**src/rtl/march_ctrl_if.sv**
```systemverilog
// rtl/march_ctrl_if.sv - configuration handshake bundle for march_ctrl
interface march_ctrl_if #(
  parameter int DIV_W = 16
);
  logic             cfg_valid;
  logic             cfg_ready;
  logic [DIV_W-1:0] cfg_div;
  logic [1:0]       cfg_mode;
  logic [7:0]       cfg_passes;

  modport master (
    output cfg_valid,
    output cfg_div,
    output cfg_mode,
    output cfg_passes,
    input  cfg_ready
  );

  modport slave (
    input  cfg_valid,
    input  cfg_div,
    input  cfg_mode,
    input  cfg_passes,
    output cfg_ready
  );
endinterface

```
**src/rtl/march_ctrl.sv**
```systemverilog
// rtl/march_ctrl.sv - one-hot marching-light sequencer with bounce/rotate/hold modes
module march_ctrl #(
  parameter int DIV_W = 16
) (
  input  logic        clock,
  input  logic        reset,
  march_ctrl_if.slave cfg,
  input  logic        start,
  input  logic        stop,
  output logic [7:0]  o,
  output logic        dir,
  output logic        busy,
  output logic        done
);

  typedef enum logic [1:0] {
    IDLE = 2'd0,
    RUN  = 2'd1,
    DONE = 2'd2
  } state_t;

  localparam logic [1:0] MODE_BOUNCE = 2'd0;
  localparam logic [1:0] MODE_ROTL   = 2'd1;
  localparam logic [1:0] MODE_ROTR   = 2'd2;
  localparam logic [1:0] MODE_HOLD   = 2'd3;

  state_t           state_q, state_d;
  logic [DIV_W-1:0] div_q, div_d;
  logic [DIV_W-1:0] cnt_q, cnt_d;
  logic [1:0]       mode_q, mode_d;
  logic [7:0]       passes_q, passes_d;
  logic [7:0]       pass_cnt_q, pass_cnt_d;
  logic [7:0]       o_q, o_d;
  logic             dir_q, dir_d;

  logic       cfg_fire;
  logic       run_req;
  logic       tick;
  logic       end_hit;
  logic       complete;
  logic [1:0] load_mode;
  logic [7:0] step_o;
  logic       step_dir;

  // A config accepted on the start edge must already steer the start load.
  always_comb begin
    cfg_fire  = (state_q == IDLE) && cfg.cfg_valid;
    load_mode = cfg_fire ? cfg.cfg_mode : mode_q;
    run_req   = (state_q == IDLE) && start && !stop;
    tick      = (cnt_q == div_q);
  end

  // Rotates keep o one-hot even if a shift would otherwise fall off an end.
  always_comb begin
    step_o   = o_q;
    step_dir = dir_q;
    case (mode_q)
      MODE_BOUNCE: begin
        if (dir_q) begin
          step_o = {o_q[0], o_q[7:1]};
          if (step_o == 8'h01) step_dir = 1'b0;
        end else begin
          step_o = {o_q[6:0], o_q[7]};
          if (step_o == 8'h80) step_dir = 1'b1;
        end
      end
      MODE_ROTL: step_o = {o_q[6:0], o_q[7]};
      MODE_ROTR: step_o = {o_q[0], o_q[7:1]};
      default:   step_o = o_q;
    endcase
    end_hit  = (mode_q != MODE_HOLD) && ((step_o == 8'h80) || (step_o == 8'h01));
    complete = tick && end_hit && (passes_q != 8'd0) && ((pass_cnt_q + 8'd1) == passes_q);
  end

  always_ff @(posedge clock or posedge reset) begin
    if (reset) begin
      state_q <= IDLE;
    end else begin
      state_q <= state_d;
    end
  end

  always_comb begin
    state_d = state_q;
    case (state_q)
      IDLE:    if (run_req) state_d = RUN;
      RUN: begin
        if (stop)          state_d = IDLE;
        else if (complete) state_d = DONE;
      end
      DONE:    state_d = IDLE;
      default: state_d = IDLE;
    endcase
  end

  always_comb begin
    cfg.cfg_ready = (state_q == IDLE);
    busy          = (state_q == RUN);
    done          = (state_q == DONE);
  end

  always_comb begin
    div_d      = div_q;
    mode_d     = mode_q;
    passes_d   = passes_q;
    cnt_d      = cnt_q;
    pass_cnt_d = pass_cnt_q;
    o_d        = o_q;
    dir_d      = dir_q;
    if (cfg_fire) begin
      div_d    = cfg.cfg_div;
      mode_d   = cfg.cfg_mode;
      passes_d = cfg.cfg_passes;
    end
    if (run_req) begin
      cnt_d      = '0;
      pass_cnt_d = '0;
      if (load_mode == MODE_ROTR) begin
        o_d   = 8'h80;
        dir_d = 1'b1;
      end else begin
        o_d   = 8'h01;
        dir_d = 1'b0;
      end
    end else if ((state_q == RUN) && !stop) begin
      if (tick) begin
        cnt_d = '0;
        o_d   = step_o;
        dir_d = step_dir;
        if (end_hit) pass_cnt_d = pass_cnt_q + 8'd1;
      end else begin
        cnt_d = cnt_q + DIV_W'(1);
      end
    end
  end

  always_ff @(posedge clock or posedge reset) begin
    if (reset) begin
      div_q      <= '0;
      mode_q     <= '0;
      passes_q   <= '0;
      cnt_q      <= '0;
      pass_cnt_q <= '0;
      o_q        <= 8'h01;
      dir_q      <= 1'b0;
    end else begin
      div_q      <= div_d;
      mode_q     <= mode_d;
      passes_q   <= passes_d;
      cnt_q      <= cnt_d;
      pass_cnt_q <= pass_cnt_d;
      o_q        <= o_d;
      dir_q      <= dir_d;
    end
  end

  assign o   = o_q;
  assign dir = dir_q;

endmodule

```
**src/flat_wrapper.sv**
```systemverilog
// flat-port wrapper written by rule: the top's interface ports become plain ports
module march_ctrl_flat 
#(
  parameter int DIV_W = 16
)
  (clock, reset, start, stop, o, dir, busy, done, cfg_cfg_valid, cfg_cfg_div, cfg_cfg_mode, cfg_cfg_passes, cfg_cfg_ready);
  march_ctrl_if #(.DIV_W(DIV_W)) cfg_i ();
  input  logic clock;
  input  logic reset;
  input  logic start;
  input  logic stop;
  output logic [7:0] o;
  output logic dir;
  output logic busy;
  output logic done;
  input wire logic [$bits(cfg_i.cfg_valid)-1:0] cfg_cfg_valid;
  input wire logic [$bits(cfg_i.cfg_div)-1:0] cfg_cfg_div;
  input wire logic [$bits(cfg_i.cfg_mode)-1:0] cfg_cfg_mode;
  input wire logic [$bits(cfg_i.cfg_passes)-1:0] cfg_cfg_passes;
  output wire logic [$bits(cfg_i.cfg_ready)-1:0] cfg_cfg_ready;
  assign cfg_i.cfg_valid = cfg_cfg_valid;
  assign cfg_i.cfg_div = cfg_cfg_div;
  assign cfg_i.cfg_mode = cfg_cfg_mode;
  assign cfg_i.cfg_passes = cfg_cfg_passes;
  assign cfg_cfg_ready = cfg_i.cfg_ready;
  march_ctrl #(.DIV_W(DIV_W)) u_core (.clock(clock), .reset(reset), .cfg(cfg_i), .start(start), .stop(stop), .o(o), .dir(dir), .busy(busy), .done(done));
endmodule
```
**config.mk**
```make
export PLATFORM = sky130hd
export DESIGN_NAME = march_ctrl_flat
export DESIGN_NICKNAME = d
export VERILOG_FILES = /design/src/rtl/march_ctrl_if.sv /design/src/rtl/march_ctrl.sv /design/src/flat_wrapper.sv
export SDC_FILE = /design/constraint.sdc
export NUM_CORES = 1
export LEC_CHECK = 0
export CAP_MARGIN = 20
export CORE_MARGIN = 4
export CORE_UTILIZATION = 44
export DETAILED_ROUTE_END_ITERATION = 8
export MAX_ROUTING_LAYER = met4
export PLACE_DENSITY_LB_ADDON = 0.2
export SLEW_MARGIN = 10
export SYNTH_ARGS = -nofsm -noshare
export SYNTH_HDL_FRONTEND = slang
export SYNTH_SLANG_ARGS = --single-unit
```
**constraint.sdc**
```tcl
create_clock -name clock -period 2.2 [get_ports clock]
set_input_delay 0.33 -clock clock [delete_from_list [all_inputs] [get_ports clock]]
set_output_delay 0.33 -clock clock [all_outputs]
set_load 0.005 [all_outputs]
```
Word level (Yosys, flattened, before mapping)
Index checks and enable logic that the tools add are counted.
{"block": "op_classes", "n_div": 0, "bitwise": 0, "n_mux": 26, "n_reduce_logical": 21, "n_eq_ne": 14, "n_addsub": 2, "mul": 0, "shift": 0, "n_lt_le_gt_ge": 0}
{"cell": "$mux 8", "count": 9}
{"cell": "$mux 16", "count": 3}
{"cell": "$pmux 8 s3", "count": 1}
{"cell": "$add 16x1->16 const B", "count": 1}
{"cell": "$eq 16x16->1", "count": 1}
{"cell": "$eq 8x1->1 const B", "count": 2}
{"cell": "$eq 8x8->1 const B", "count": 2}
{"cell": "$add 8x1->8 const B", "count": 1}
{"cell": "$eq 8x8->1", "count": 1}
{"cell": "$logic_and 1x1->1", "count": 8}
{"cell": "$mux 1", "count": 8}
{"cell": "$mux 2", "count": 4}
{"cell": "$reduce_bool 2->1", "count": 4}
{"cell": "$reduce_bool 8->1", "count": 1}
{"cell": "$eq 2x2->1 const B", "count": 3}
{"cell": "$reduce_and 3->1", "count": 2}
{"cell": "$eq 2x1->1 const B", "count": 2}
{"cell": "$logic_not 2->1", "count": 2}
{"cell": "$pmux 2 s2", "count": 1}
{"cell": "$reduce_and 2->1", "count": 2}
{"cell": "$ne 3x2->1 const B", "count": 1}
{"cell": "$ne 2x1->1 const B", "count": 1}
{"cell": "$ne 2x2->1 const B", "count": 1}
{"cell": "$logic_not 1->1", "count": 1}
{"cell": "$logic_or 1x1->1", "count": 1}
{"block": "totals", "in_bits": 31, "out_inout_bits": 12, "elab_cells": 71, "reg_bits": 61, "mem_count": 0, "latch_bits": 0, "rom_bits": 0, "mem_bits_rw": 0}

Depth between registers and ports, before layout
Gate-level depths: netlist (run 1).
{"block": "logic_depth", "word_depth": 11, "depth_mapped": 10, "depth_no_buf": 7}

Worst setup path after synthesis (run 1)
OpenSTA, ideal clock, no wires.
{"block": "synth_path", "path_kind": "register to register", "start": "register u_core.mode_q[0]", "end": "register u_core.pass_cnt_q[6]", "t_required_ns": 2.122, "stages_incl_launch_ff": 11, "path_buffers": 3, "slack_ns": 0.091, "t_arrival_ns": 2.031, "setup_time_ns": 0.078, "path_cell_list": "dfrtp_1 buf_4 or2b_1 buf_6 nand2b_4 buf_6 o221ai_4 xor2_2 nand4_4 or3_1 a21oi_1"}
{"block": "synth_via", "elab_chain_cells": 7, "elab_cells_between_ends": 11}
{"item": "from (decl)", "line_no": "march_ctrl.sv:30", "rtl": "logic [1:0] mode_q, mode_d;"}
{"item": "from (signal assigned)", "line_no": "march_ctrl.sv:148", "rtl": "mode_q <= mode_d;"}
{"item": "$eq 2x2->1 (tied with other cells)", "line_no": "march_ctrl.sv:57", "rtl": "case (mode_q)"}
{"item": "$pmux 8 s3", "line_no": "march_ctrl.sv:57"}
{"item": "$eq 8x8->1 or $eq 8x1->1 (tied branches)", "line_no": "march_ctrl.sv:71", "rtl": "end_hit = (mode_q != MODE_HOLD) && ((step_o == 8'h80) || (step_o == 8'h01));"}
{"item": "$logic_or 1x1->1", "line_no": "march_ctrl.sv:71"}
{"item": "$logic_and 1x1->1 (*)", "line_no": "march_ctrl.sv:71"}
{"item": "$reduce_bool 2->1 (no source line) (*)"}
{"item": "$reduce_and 3->1 (no source line) (*)"}
{"item": "to (signal assigned)", "line_no": "march_ctrl.sv:151", "rtl": "pass_cnt_q <= pass_cnt_d;"}
{"item": "to (decl)", "line_no": "march_ctrl.sv:32", "rtl": "logic [7:0] pass_cnt_q, pass_cnt_d;"}
Every way passes the cells marked *; elsewhere a longest branch is shown, timed or not.
A chain may end at the register's enable or synchronous reset.

Worst setup path after layout (run 1)
{"block": "layout_path", "start": "register u_core.pass_cnt_q[1]", "end": "register u_core.state_q[1]"}
{"block": "layout_via", "elab_chain_cells": 5}
{"item": "$add 8x1->8", "line_no": "march_ctrl.sv:72", "rtl": "complete = tick && end_hit && (passes_q != 8'd0) && ((pass_cnt_q + 8'd1) == passes_q);"}
{"item": "$eq 8x8->1", "line_no": "march_ctrl.sv:72"}
{"item": "$logic_and 1x1->1", "line_no": "march_ctrl.sv:72"}
{"item": "$ne 3x2->1 (no source line)"}
{"item": "$reduce_and 2->1 (no source line)"}
{"item": "to (signal assigned)", "line_no": "march_ctrl.sv:79", "rtl": "state_q <= state_d;"}
{"item": "to (decl)", "line_no": "march_ctrl.sv:27", "rtl": "state_t state_q, state_d;"}
Every way passes these cells.

==> results.yml, run 1 <==
power_and_ir_drop:
  p_leak_nw: 1.88
  comb_power_share_pct: 28.7
  irDropWorstVdd_uv: 383
  total_power_mw: 3.28
  switchingPower_mw: 1.05
  power_frac_seq_pct: 44.7
  p_int_mw: 2.24
  power_frac_clock_pct: 26.6
  power_density_mw_per_mm2: 754
  switching_share_pct: 31.9
grt:
  grt.total_usage_pct: 18.2
  grt_pass1_vias: 2548
  grt.overflow.total: 0
  grt_pass1_wl_um: 12400
  grt_max_degree: 62
  grt_antenna_before_repair: 0
layout:
  layout_common_cells: "58 x dfrtp_1, 42 x clkdlybuf4s50_1, 34 x nor2_1, 34 x buf_4, 30 x xor2_1"
  fill_cells: 611
  drive_gt1_share_pct: 25.1
  synthToLayoutAreaGrowth_pct: 30.3
  fin_cells: 505
  final_common_cell: "dfrtp_1"
  nNetsFinal: 436
  diodes: 0
sta:
  worst-slew-pin-transition_ps: 514
  hold_violations: 0
  rsz0062_at_grt: "true"
  fin_ws_ps: 59.2
  drv_slew: 0
  period_share_pct: 97.3
  clock_skew_ps: 8.32
  fmax_mhz: 467
  finalSetupViolCount: 0
  maxSlewHeadroom_pct: 65.6
  period_needed_ps: 2140
  tns_ps: 0
cts:
  cts_buffers: 9
  cts.path.max_buffers: 2
  clk_pin_slew_ps: 70
  cts_root_buffer: "clkbuf_8"
  htreeDepth: 3
  tritoncts: "done"
  cts_num_sinks: 61
  clock_latency_ps: 340
routing:
  routedWlPerCell_um: 14.7
  wl_um: 7410
  vias: 2648
  drt_iter0_drc: 95
  first_pass_iters: 5
  ant_nets: 0
  drc: 0
  viasPerCell: 5.24
floorplanning:
  core_mm2: 0.00733
  io_pins: 43
  initial_core_util_pct: 45.6
  die_x_um: 95.2
  fp-row-count: 31
  die_h_um: 95.2
  dieArea_mm2: 0.00905
placement:
  post-place-ws_ps: -71.3
  routabilityCongestion: 0.861
  io_buffers: 42
  dp_hpwl_um: 5320
  dp.cells: 486
job:
  cap_violations: 0
synthesis:
  syn_nets: 360
  seq_area_frac_synth_pct: 45.7
  synth-main-ff-cell: "dfrtp_1"
  synth_edf_count: 0
  synth_area_leaders: "dfrtp_1 45%, mux2_2 8.8%, xor2_1 7.9%, nor2_1 4.0%, nand2_1 3.3%"
  synthesis.area_mm2: 0.00334
  synthDistinctLibCells: 47
  syn_inst: 327
  synth_top_area_share_pct: 44.9
  ys_warn_count: 0
  syn_avg_cell_area_um2: 10.2
  synth_seq_cells: 61
  synth_top_area_cell: "dfrtp_1"
  synthArstFlopShare_pct: 100
critical_path:
  critPathRequiredTime_ps: 2480
  crit_fanout: 4
  r2r_cells: 7
  critPathKind: "reg -> reg"
  start_kind: "flip-flop"
  crit_arrival_ps: 2420
  end_kind: "flip-flop"
status:
  outcome: "complete, no violations"
hold_path:
  min_path_type: "in -> async"
==> Yosys cell counts, types with 2 or more instances <==
cell type / number
buf_2: 3
and4_1: 2
clkbuf_1: 7
mux2_2: 26
o21ai_0: 14
nor4_1: 7
a21oi_1: 12
or2_2: 3
dfrtp_1: 60
nor2_1: 36
o21a_1: 2
o221ai_1: 5
o31ai_1: 4
nor2b_1: 3
a21o_1: 5
mux2i_1: 7
and2_1: 4
nand2_1: 29
a31oi_1: 2
ha_1: 2
nor3_1: 3
xor2_1: 30
nand4_1: 7
inv_1: 5
nand2b_1: 3
or3_1: 6
nand3_1: 9
a211oi_1: 2
xnor2_1: 9
nand3b_1: 2
buf_6: 2
==> kinds of logic after synthesis <==
| group | after synthesis | share of synthesized area, % |
|---|---|---|
| muxes | 33 | 10.9 |
| adders and majority gates | 2 | 0.749 |
| xor gates and xnor gates | 40 | 10.7 |
| AOI/OAI and AO/OA | 53 | 11.0 |
| and+or+nand+nor | 120 | 18.3 |
| buffers and inverters | 18 | 2.70 |
| DFF | 61 | 45.7 |
==> power groups by stage <==
stage	clock network [mW]	registers (mW)	logic, mW
after global routing	0.955	1.49	1.04
after detailed placement	0	1.48	0.907
after floorplan	0	1.44	0.579
after CTS	0.900	1.47	0.917
final	0.875	1.47	0.943
after global placement	0	1.48	0.897
==> area by class of cell <==
cell class                 count  area, um2  area share (%)
clock inverter                 2       10.0           0.230
clock buffer                  12        155            3.56
tap                           99        124            2.84
timing repair buffer          78        707            16.2
inverter                       5       18.8           0.431
multi-input combinational    248       1810            41.6
sequential                    61       1530            35.1
==> registers in the layout, summed over array words and instances, names as in the netlist <==
signal and count:
u_core.pass_cnt_q 8, u_core.cnt_q 16, u_core.o 8, u_core.div_q 16, u_core.mode_q 2, u_core.dir 1, u_core.state_q 2, u_core.passes_q 8
==> per-stage QoR <==
| stage | utilization (%) | hold slack (ps) | instance area (um2) |
|---|---|---|---|
| 6_report | 59.4 | 346 | 4360 |
| 2_1_floorplan | - | 482 | 3340 |
| 4_1_cts | 57.9 | 370 | 4240 |
| 5_1_grt | 59.4 | 377 | 4360 |
| 3_5_place_dp | 55.5 | 517 | 4070 |
| 3_3_place_gp | 55.5 | 511 | 4070 |
==> critical path: stages, from the launching register on <==
cell	delay [ps]
dfrtp_1	440
ha_2	230
nand3_2	80
or2_4	240
xnor2_1	130
or4_4	500
nor4_4	300
and2_1	160
==> timing repair <==
item,4_1_cts,5_1_grt
setup buffers,0,5
pin swaps,0,9
gates resized for setup,3,18
hold buffers,0,0
endpoints found under the setup margin,4,30
==> path summary, 6_finish.rpt <==
kind,start,endpoint,slack (ps)
hold reg to reg,u_core.div_q[6],u_core.div_q[6],520
max in group asynchronous,reset,u_core.o[0],1510
setup / recovery,u_core.pass_cnt_q[1],u_core.state_q[1],60
min in group clock,u_core.div_q[6],u_core.div_q[6],520
setup reg to reg,u_core.pass_cnt_q[1],u_core.state_q[1],60
hold / removal,reset,u_core.pass_cnt_q[2],350
==> routing by layer <==
metal	up-vias	GRT usage, %	wire length [um]
met5	-	-	0
met4	0	6.61	129
met3	14	4.97	471
met2	77	26.6	3280
met1	1249	24.3	3530
li1	1308	-	-
No activity file was read; power rests on OpenSTA's default activity.
==> inputs of run 2 (changes only) <==
--- a/config.mk
+++ b/config.mk
@@ -11,7 +11,6 @@
 export DETAILED_ROUTE_END_ITERATION = 8
 export MAX_ROUTING_LAYER = met4
 export PLACE_DENSITY_LB_ADDON = 0.2
-export SLEW_MARGIN = 10
 export SYNTH_ARGS = -nofsm -noshare
 export SYNTH_HDL_FRONTEND = slang
 export SYNTH_SLANG_ARGS = --single-unit
==> results of run 2 <==
Same layout as run 1: the final DEF is identical, and so are final timing and power.
==> inputs of run 3 (changes only) <==
--- a/config.mk
+++ b/config.mk
@@ -6,8 +6,9 @@
 export NUM_CORES = 1
 export LEC_CHECK = 0
 export CAP_MARGIN = 20
-export CORE_MARGIN = 4
+export CORE_MARGIN = 2
 export CORE_UTILIZATION = 44
+export CTS_CLUSTER_DIAMETER = 100
 export DETAILED_ROUTE_END_ITERATION = 8
 export MAX_ROUTING_LAYER = met4
 export PLACE_DENSITY_LB_ADDON = 0.2
==> results.yml, run 3 (synthesized netlist as in run 1, its figures left out) <==
hold_path:
  min_path_type: "in -> async"
floorplanning:
  dieArea_mm2: 0.00831
  die_x_um: 91.2
  core_mm2: 0.00729
  io_pins: 43
  initial_core_util_pct: 45.8
  fp-row-count: 31
  die_h_um: 91.2
routing:
  viasPerCell: 5.36
  wl_um: 7590
  drt_iter0_drc: 135
  first_pass_iters: 5
  ant_nets: 0
  routedWlPerCell_um: 15.2
  drc: 0
  vias: 2687
cts:
  tritoncts: "done"
  cts.path.max_buffers: 2
  clock_latency_ps: 340
  ctsHoldBuffers: 0
  cts_num_sinks: 61
  cts_buffers: 9
  clk_pin_slew_ps: 70
  cts_root_buffer: "clkbuf_8"
  htreeDepth: 3
job:
  cap_violations: 0
grt:
  grt_max_degree: 45
  grtUsageMet3_pct: 3.32
  grtUsageMet1_pct: 26.7
  grt_pass1_vias: 2670
  grt_pass1_wl_um: 12800
  busiest_layer: "met2"
  grt.total_usage_pct: 19.9
  grt.overflow.total: 0
  grt_antenna_before_repair: 0
  grt_util_met2_pct: 30.1
sta:
  rsz0062_at_grt: "true"
  worst-slew-pin-transition_ps: 412
  fin_ws_ps: 70.6
  tns_ps: 0
  hold_violations: 0
  period_needed_ps: 2130
  period_share_pct: 96.8
  fmax_mhz: 470
  maxSlewHeadroom_pct: 72.5
  drv_slew: 0
  finalSetupViolCount: 0
  clock_skew_ps: 10.5
power_and_ir_drop:
  total_power_mw: 3.58
  p_leak_nw: 1.89
  irDropWorstVdd_uv: 415
  power_density_mw_per_mm2: 814
status:
  outcome: "complete, no violations"
critical_path:
  path_buf_inv: 0
  cp_top_family: "simple AND/OR/NAND/NOR gates"
  worst-path-stages: 7
  critPathKind: "reg -> reg"
  end_kind: "flip-flop"
  r2r_cells: 7
  crit_arrival_ps: 2340
  regToRegSetupSlack_ps: 70
  cp_slowest_cell: "or4_4"
  path_cells: "ha_2 -> nand3_2 -> or2_4 -> xnor2_1 -> or4_4 -> nor4_4 -> a21oi_1"
  start_kind: "flip-flop"
  crit_path_max_incr_delay_ps: 500
  crit_fanout: 5
  critPathRequiredTime_ps: 2410
placement:
  dp_hpwl_um: 5480
  routabilityCongestion: 0.866
  post-place-ws_ps: -88.6
  io_buffers: 42
layout:
  reg.largest.list: "u_core.cnt_q: 16 flops, u_core.div_q: 16 flops"
  synthToLayoutAreaGrowth_pct: 31.6
  layout_common_cells: "58 x dfrtp_1, 42 x clkdlybuf4s50_1, 34 x nor2_1"
  drive_gt1_share_pct: 25.6
  utilization_pct: 60.3
  diodes: 0
  final_common_cell: "dfrtp_1"
  nNetsFinal: 431
## run 3: cell count changes in the layout (fill, tap and decap cells not counted), sizes merged
cell	delta
clkinv	-2
bufinv	+2
clkinvlp	+1
buf	-5
## run 3: cell type report
class                      count  area [um2]
fill                         649        2900
multi-input combinational    248        1830
sequential                    61        1530
timing repair buffer          73         666
clock buffer                  12         165
tap                           99         124
clock inverter                 3        67.6
inverter                       5        18.8
## run 3: worst paths after layout
| check | endpoint | start |
|---|---|---|
| worst max register to register | u_core.state_q[0] | u_core.pass_cnt_q[0] |
| worst min register to register | u_core.div_q[9] | u_core.div_q[9] |
| worst min-delay path | u_core.div_q[8] | reset |
| min in group clock | u_core.div_q[9] | u_core.div_q[9] |
| max in group asynchronous | u_core.o[0] | reset |
| worst max-delay path | u_core.state_q[0] | u_core.pass_cnt_q[0] |
## run 3: metrics by stage
stage                     std cells  area, um2  hold slack, ps
after floorplan                 327       3340             482
after global placement          484       4050             515
after detailed placement        484       4050             516
after CTS                       499       4310             307
after global routing            501       4400             348
final                           501       4400             299
## run 3: timing repair
action / 4_1_cts / 5_1_grt
buffers inserted: 0 / 2
pin swaps: 2 / 8
endpoints found under the hold margin: 0 / 0
endpoints found under the setup margin: 6 / 17
resized for setup: 4 / 19
## run 3: report_power, final
part	internal [mW]	switching, mW	total [mW]
sequential	1.27	0.187	1.46
combinational	0.507	0.452	0.958
clock	0.725	0.436	1.16
total	2.50	1.07	3.58
## run 3: worst register-to-register path, stage by stage, from the launching register on
cell and delay (ps):
dfrtp_1 430, ha_2 230, nand3_2 80, or2_4 240, xnor2_1 130, or4_4 500
nor4_4 290, a21oi_1 100
## run 3: per-layer routing
layer | vias to the layer above | routed length, um
met4 | 0 | 155
met2 | 76 | 3470
met3 | 15 | 361
met5 | - | 0
met1 | 1298 | 3610
li1 | 1298 | -
==> RTL change 1: new RTL, settings of run 2 <==
`DIV_W` is set to 16 in 3 places; all go to 32.
--- a/src/rtl/march_ctrl_if.sv
+++ b/src/rtl/march_ctrl_if.sv
@@ -1,5 +1,5 @@
 // rtl/march_ctrl_if.sv - configuration handshake bundle for march_ctrl
 interface march_ctrl_if #(
-  parameter int DIV_W = 16
+  parameter int DIV_W = 32
 );
   logic             cfg_valid;
--- a/src/rtl/march_ctrl.sv
+++ b/src/rtl/march_ctrl.sv
@@ -1,5 +1,5 @@
 // rtl/march_ctrl.sv - one-hot marching-light sequencer with bounce/rotate/hold modes
 module march_ctrl #(
-  parameter int DIV_W = 16
+  parameter int DIV_W = 32
 ) (
   input  logic        clock,
--- a/src/flat_wrapper.sv
+++ b/src/flat_wrapper.sv
@@ -2,5 +2,5 @@
 module march_ctrl_flat 
 #(
-  parameter int DIV_W = 16
+  parameter int DIV_W = 32
 )
   (clock, reset, start, stop, o, dir, busy, done, cfg_cfg_valid, cfg_cfg_div, cfg_cfg_mode, cfg_cfg_passes, cfg_cfg_ready);
Ports: changed (resized cfg_cfg_div); port bits go from 43 to 59. No check against the original RTL was run, so the function may have changed too.
==> RTL change 1 against run 2 <==
  * The flow now finishes with violations (negative setup slack)
  * Power increased by 40%
  * Utilization grew 1.1 points
  * Worst setup slack worse by 0.083 ns
  * Combinational power increased by 33%
  * Routed wire length increased by 45%
  * Final area grew 45%
  * Area after synthesis rose by 44%
  * Sequential cell count up 32
  * Global-route usage is 0.17 points lower
  * Critical endpoint is now u_core.pass_cnt_q[3]
  * Largest cell class unchanged
==> RTL change 1: results (changes against run 2) <==
Status
  • Status: finished with violations
  • Violated checks: negative setup slack

Global route
  • First-pass GRT wire length: 18.1 mm (+46%)
  • Largest net degree at the start of global routing: 94 (+52%)

Timing
  • Final setup fails: 5 (+5)
  • Post-route setup TNS: -0.0522 ns (-0.0522 ns)
  • Worst Setup Slack, final: -0.0235 ns (-0.0827 ns)

Critical path
  • Slowest cell on the critical path: dfrtp_1
  • Reg2reg start: u_core.div_q[6]
  • CP max stage delay: 0.41 ns (-0.09 ns)
  • Critical Path Fanout Max: 5 (+1)
  • Worst Path Arrival: 2.47 ns (+0.05 ns)

Detailed routing
  • DR WL met3: 343 um (-27%)
  • Initial drt markers: 216 (+130%)
  • Via density: 5.29 (+0.95%)
  • DR WL/cell: 15.2 um (+3.4%)
  • Pre-antenna DRT Iters: 4 (-1)
  • WL met1: 4.92 mm (+39%)

Clock tree
  • Clock transition at path regs: 0.09 ns (+0.02 ns)

Logic synthesis
  • Synth area leaders: dfrtp_1, mux2_2, xor2_1
  • Synth cell types: 56 (+19%)

Placement
  • Final HPWL DP: 7.83 mm (+47%)
  • Dpl cell area: 6000 um2 (+48%)
  • Placement Setup Slack: -0.284 ns (-0.212 ns)

Power
  • Switching portion of total power: 0.298 (-0.0210)
-- RTL change 1: changes by cell type after synthesis, moves of 7 or more --
cell,change
xnor2_1,+9
mux2_2,+19
nand3_1,+8
nor4_1,+8
and3_1,+7
nor2_1,+13
xor2_1,+26
dfrtp_1,+32
nor3_1,+13
-- RTL change 1: worst min-delay path: stages --
cell and delay (ns):
clkdlybuf4s50_1 0.44, clkinvlp_4 0.09, buf_12 0.39
-- RTL change 1: routing by layer --
layer / vias to the layer above / global-route usage
li1: 1816 / -
met1: 1862 / 0.233
met2: 61 / 0.292
met3: 14 / 0.0275
met4: 0 / 0.0633
met5: - / -
-- RTL change 1: how the worst max path moves through the flow --
stage                            from                    to  slack [ns]  depth (start not counted)
global placement                 stop      u_core.cnt_q[31]       -0.29                          8
detailed placement               stop      u_core.cnt_q[31]       -0.28                          8
global route               u_core.dir  u_core.pass_cnt_q[3]       -0.16                          9
finish                u_core.div_q[6]  u_core.pass_cnt_q[3]       -0.02                          9
CTS                   u_core.div_q[0]  u_core.pass_cnt_q[2]       -0.04                         10
floorplan           u_core.state_q[0]      u_core.cnt_q[31]        0.06                          7
-- RTL change 1: cell type report --
class,instances,area [um2]
Multi-Input combinational cell,331,2480
Sequential cell,93,2330
Clock buffer,12,145
Tap cell,136,170
Clock inverter,4,47.5
Timing Repair Buffer,127,1130
Inverter,6,26.3
Fill cell,943,4130
-- RTL change 1: timing repair --
| action | CTS | global route |
|---|---|---|
| buffers inserted | 4 | 1 |
| setup endpoints to repair | 15 | 48 |
| endpoints found under the hold margin | 0 | 0 |
| pin swaps | 2 | 3 |
| gates resized for setup | 5 | 18 |
-- RTL change 1: stage by stage --
stage	utilization	std cells	total power, mW
final	0.605	709	4.60
after global routing	0.605	709	4.88
after CTS	0.597	708	4.61
after detailed placement	0.573	688	3.44
after global placement	0.573	688	3.41
after floorplan	-	445	2.86
-- RTL change 1: cell families after synthesis --
kind of cell	share of synthesized area
buffers and inverters	0.0185
muxes	0.117
and+or+nand+nor	0.175
AOI/OAI and AO/OA	0.0654
xor gates and xnor gates	0.135
adders and majority gates	0.00521
DFF	0.485
-- RTL change 1: power groups by stage --
stage	Clock, mW	Combinational [mW]	Sequential, mW
2_1_floorplan	0	0.687	2.17
3_3_place_gp	0	1.18	2.22
3_5_place_dp	0	1.21	2.23
4_1_cts	1.18	1.22	2.20
5_1_grt	1.26	1.37	2.25
6_report	1.14	1.25	2.21
==> RTL change 2: new RTL, flow settings as in run 2 <==
Without the edit above. Encoding of `state_t`: now one-hot (3 bits for 3 states).
--- a/src/rtl/march_ctrl.sv
+++ b/src/rtl/march_ctrl.sv
@@ -14,8 +14,8 @@
 );
 
-  typedef enum logic [1:0] {
-    IDLE = 2'd0,
-    RUN  = 2'd1,
-    DONE = 2'd2
+  typedef enum logic [2:0] {
+    IDLE = 3'b001,
+    RUN  = 3'b010,
+    DONE = 3'b100
   } state_t;
 
Behaviour: same outputs for any inputs over 4 cycles, from zero or initial values and one cycle with reset high; so few cycles prove little.
==> RTL change 2 against run 2 <==
  * Power up 12%
  * Hold slack got worse by 0.013 ns
  * Worst setup slack worse by 0.0075 ns
  * Maximum frequency down 0.35%
  * Largest power group unchanged
  * Utilization shrank 2.8 points
  * Sequential cell count increased by 1
  * Final area hardly changed
  * Synthesized cell count is 5.2% higher
  * Critical path depth rose by 1
  * Critical endpoint is now u_core.pass_cnt_q[5]
  * Area after synthesis grew 3.9%
  * Routed wire length up 1.6%
==> RTL change 2: results (changes against run 2) <==
Status
  • Status: complete, no violations

Global route
  • GRT Total Usage: 0.175 (-0.00750)
  • First-pass GRT wire length: 13.1 mm (+5.6%)
  • Vias in the first global route: 2727 (+7.0%)
  • Largest net degree at the start of global routing: 24 (-61%)

Critical path
  • Reg2reg path depth: 8 (+1)
  • Slowest cell on the critical path: dfrtp_1
  • Worst setup path endpoint: u_core.pass_cnt_q[5]
  • Critical Path Fanout Max: 8 (+4)
  • Worst Path Arrival: 2.38 ns (-0.04 ns)
  • Reg2reg start: u_core.mode_q[1]
  • CP max stage delay: 0.41 ns (-0.09 ns)

Logic synthesis
  • Async SR Flop Fraction: 1.00 (unchanged)
  • Net Count, Synth: 377 (+4.7%)
  • Synth area leaders: dfrtp_1, mux2_2, xnor2_1
  • Synth cell types: 53 (+13%)
  • Sequential area share after synthesis: 0.447 (-0.00973)
  • Most frequent cells after synthesis: dfrtp_1, mux2_2, nand2_1, nor2_1, xnor2_1
  • Yosys warns: 0 (unchanged)

Detailed routing
  • Routed WL: 7.53 mm (+1.6%)
  • Initial drt markers: 114 (+20%)
  • Via density: 5.45 (+3.8%)
  • Pre-antenna DRT Iters: 4 (-1)

Power
  • Peak supply drop: 441 uV (+15%)
  • Pleak: 1.86 nW (-1.3%)

Placement
  • Dpl cell area: 4130 um2 (+1.6%)
  • Port bufs: 42 (unchanged)
  • Final HPWL DP: 5.66 mm (+6.4%)
  • Placer congestion estimate: 0.887 (+3.0%)

Clock tree
  • Cts bufs inserted: 9 (unchanged)
  • Worst-Skew Late Latency: 0.34 ns (about the same)
  • Setup Fix Bufs, Post-CTS: 0 (unchanged)

Cells and area
  • Nets@finish: 436 (unchanged)
  • Share of cells above drive strength 1: 0.206 (-0.0453)

Timing
  • Relative slew slack: 0.669 (+0.0125)
  • Worst clock skew: 0.00950 ns (+0.00118 ns)
==> RTL change 2: area by class of cell <==
type                    count  area, um2
well taps                 102        128
repair buffers             64        623
clock inverters             4       45.0
flip-flops and latches     62       1550
inverters                  13       48.8
clock buffers              12        155
fillers                   681       3330
multi-input cells         253       1800
==> RTL change 2: where the power goes <==
group / internal (mW) / switching (mW)
Clock: 0.580 / 0.442
Combinational: 0.620 / 0.499
Sequential: 1.32 / 0.222
Total: 2.52 / 1.16
==> RTL change 2: kinds of logic after synthesis <==
group,after synthesis,share of synthesized area
compound gates,58,0.111
xor+xnor,36,0.0908
fa+ha+maj,2,0.00720
buf+inv,29,0.0403
flops,62,0.447
mux,35,0.111
simple gates,122,0.192
==> RTL change 2: worst min-delay path by stage <==
stage                             to  slack (ns)  cells after the start
global route         u_core.div_q[6]        0.35                      2
finish               u_core.div_q[1]        0.33                      2
floorplan           u_core.div_q[15]        0.48                      1
CTS                  u_core.div_q[1]        0.33                      2
detailed placement   u_core.div_q[9]        0.52                      1
global placement     u_core.div_q[9]        0.52                      1
==> RTL change 2: stage by stage <==
| stage | util | worst slack [ns] | cells |
|---|---|---|---|
| finish | 0.566 | 0.0517 | 510 |
| global route | 0.566 | -0.0145 | 510 |
| CTS | 0.564 | 0.0519 | 510 |
| detailed placement | 0.538 | -0.0376 | 494 |
| global placement | 0.538 | 0.0156 | 494 |
| floorplan | - | 0.263 | 344 |
==> RTL change 2: worst register-to-register path: stages, from the launching register on <==
cell      delay, ns
dfrtp_1        0.41
buf_4          0.18
nor3_1         0.21
a221oi_1       0.10
nor4_1         0.36
buf_4          0.18
nand4_1        0.13
a21o_4         0.27
a21o_1         0.18
==> RTL change 2: per-layer routing <==
| metal | global-route usage | vias to the layer above | wire length [um] |
|---|---|---|---|
| li1 | - | 1345 | - |
| met4 | 0.0594 | 0 | 74 |
| met5 | - | - | 0 |
| met3 | 0.0382 | 8 | 385 |
| met1 | 0.223 | 1359 | 3360 |
| met2 | 0.277 | 65 | 3710 |
==> RTL change 2: what timing repair did <==
item                       in CTS  in global routing
pin swaps                       0                  2
gates resized for setup         1                  3
setup endpoints to repair       6                  9
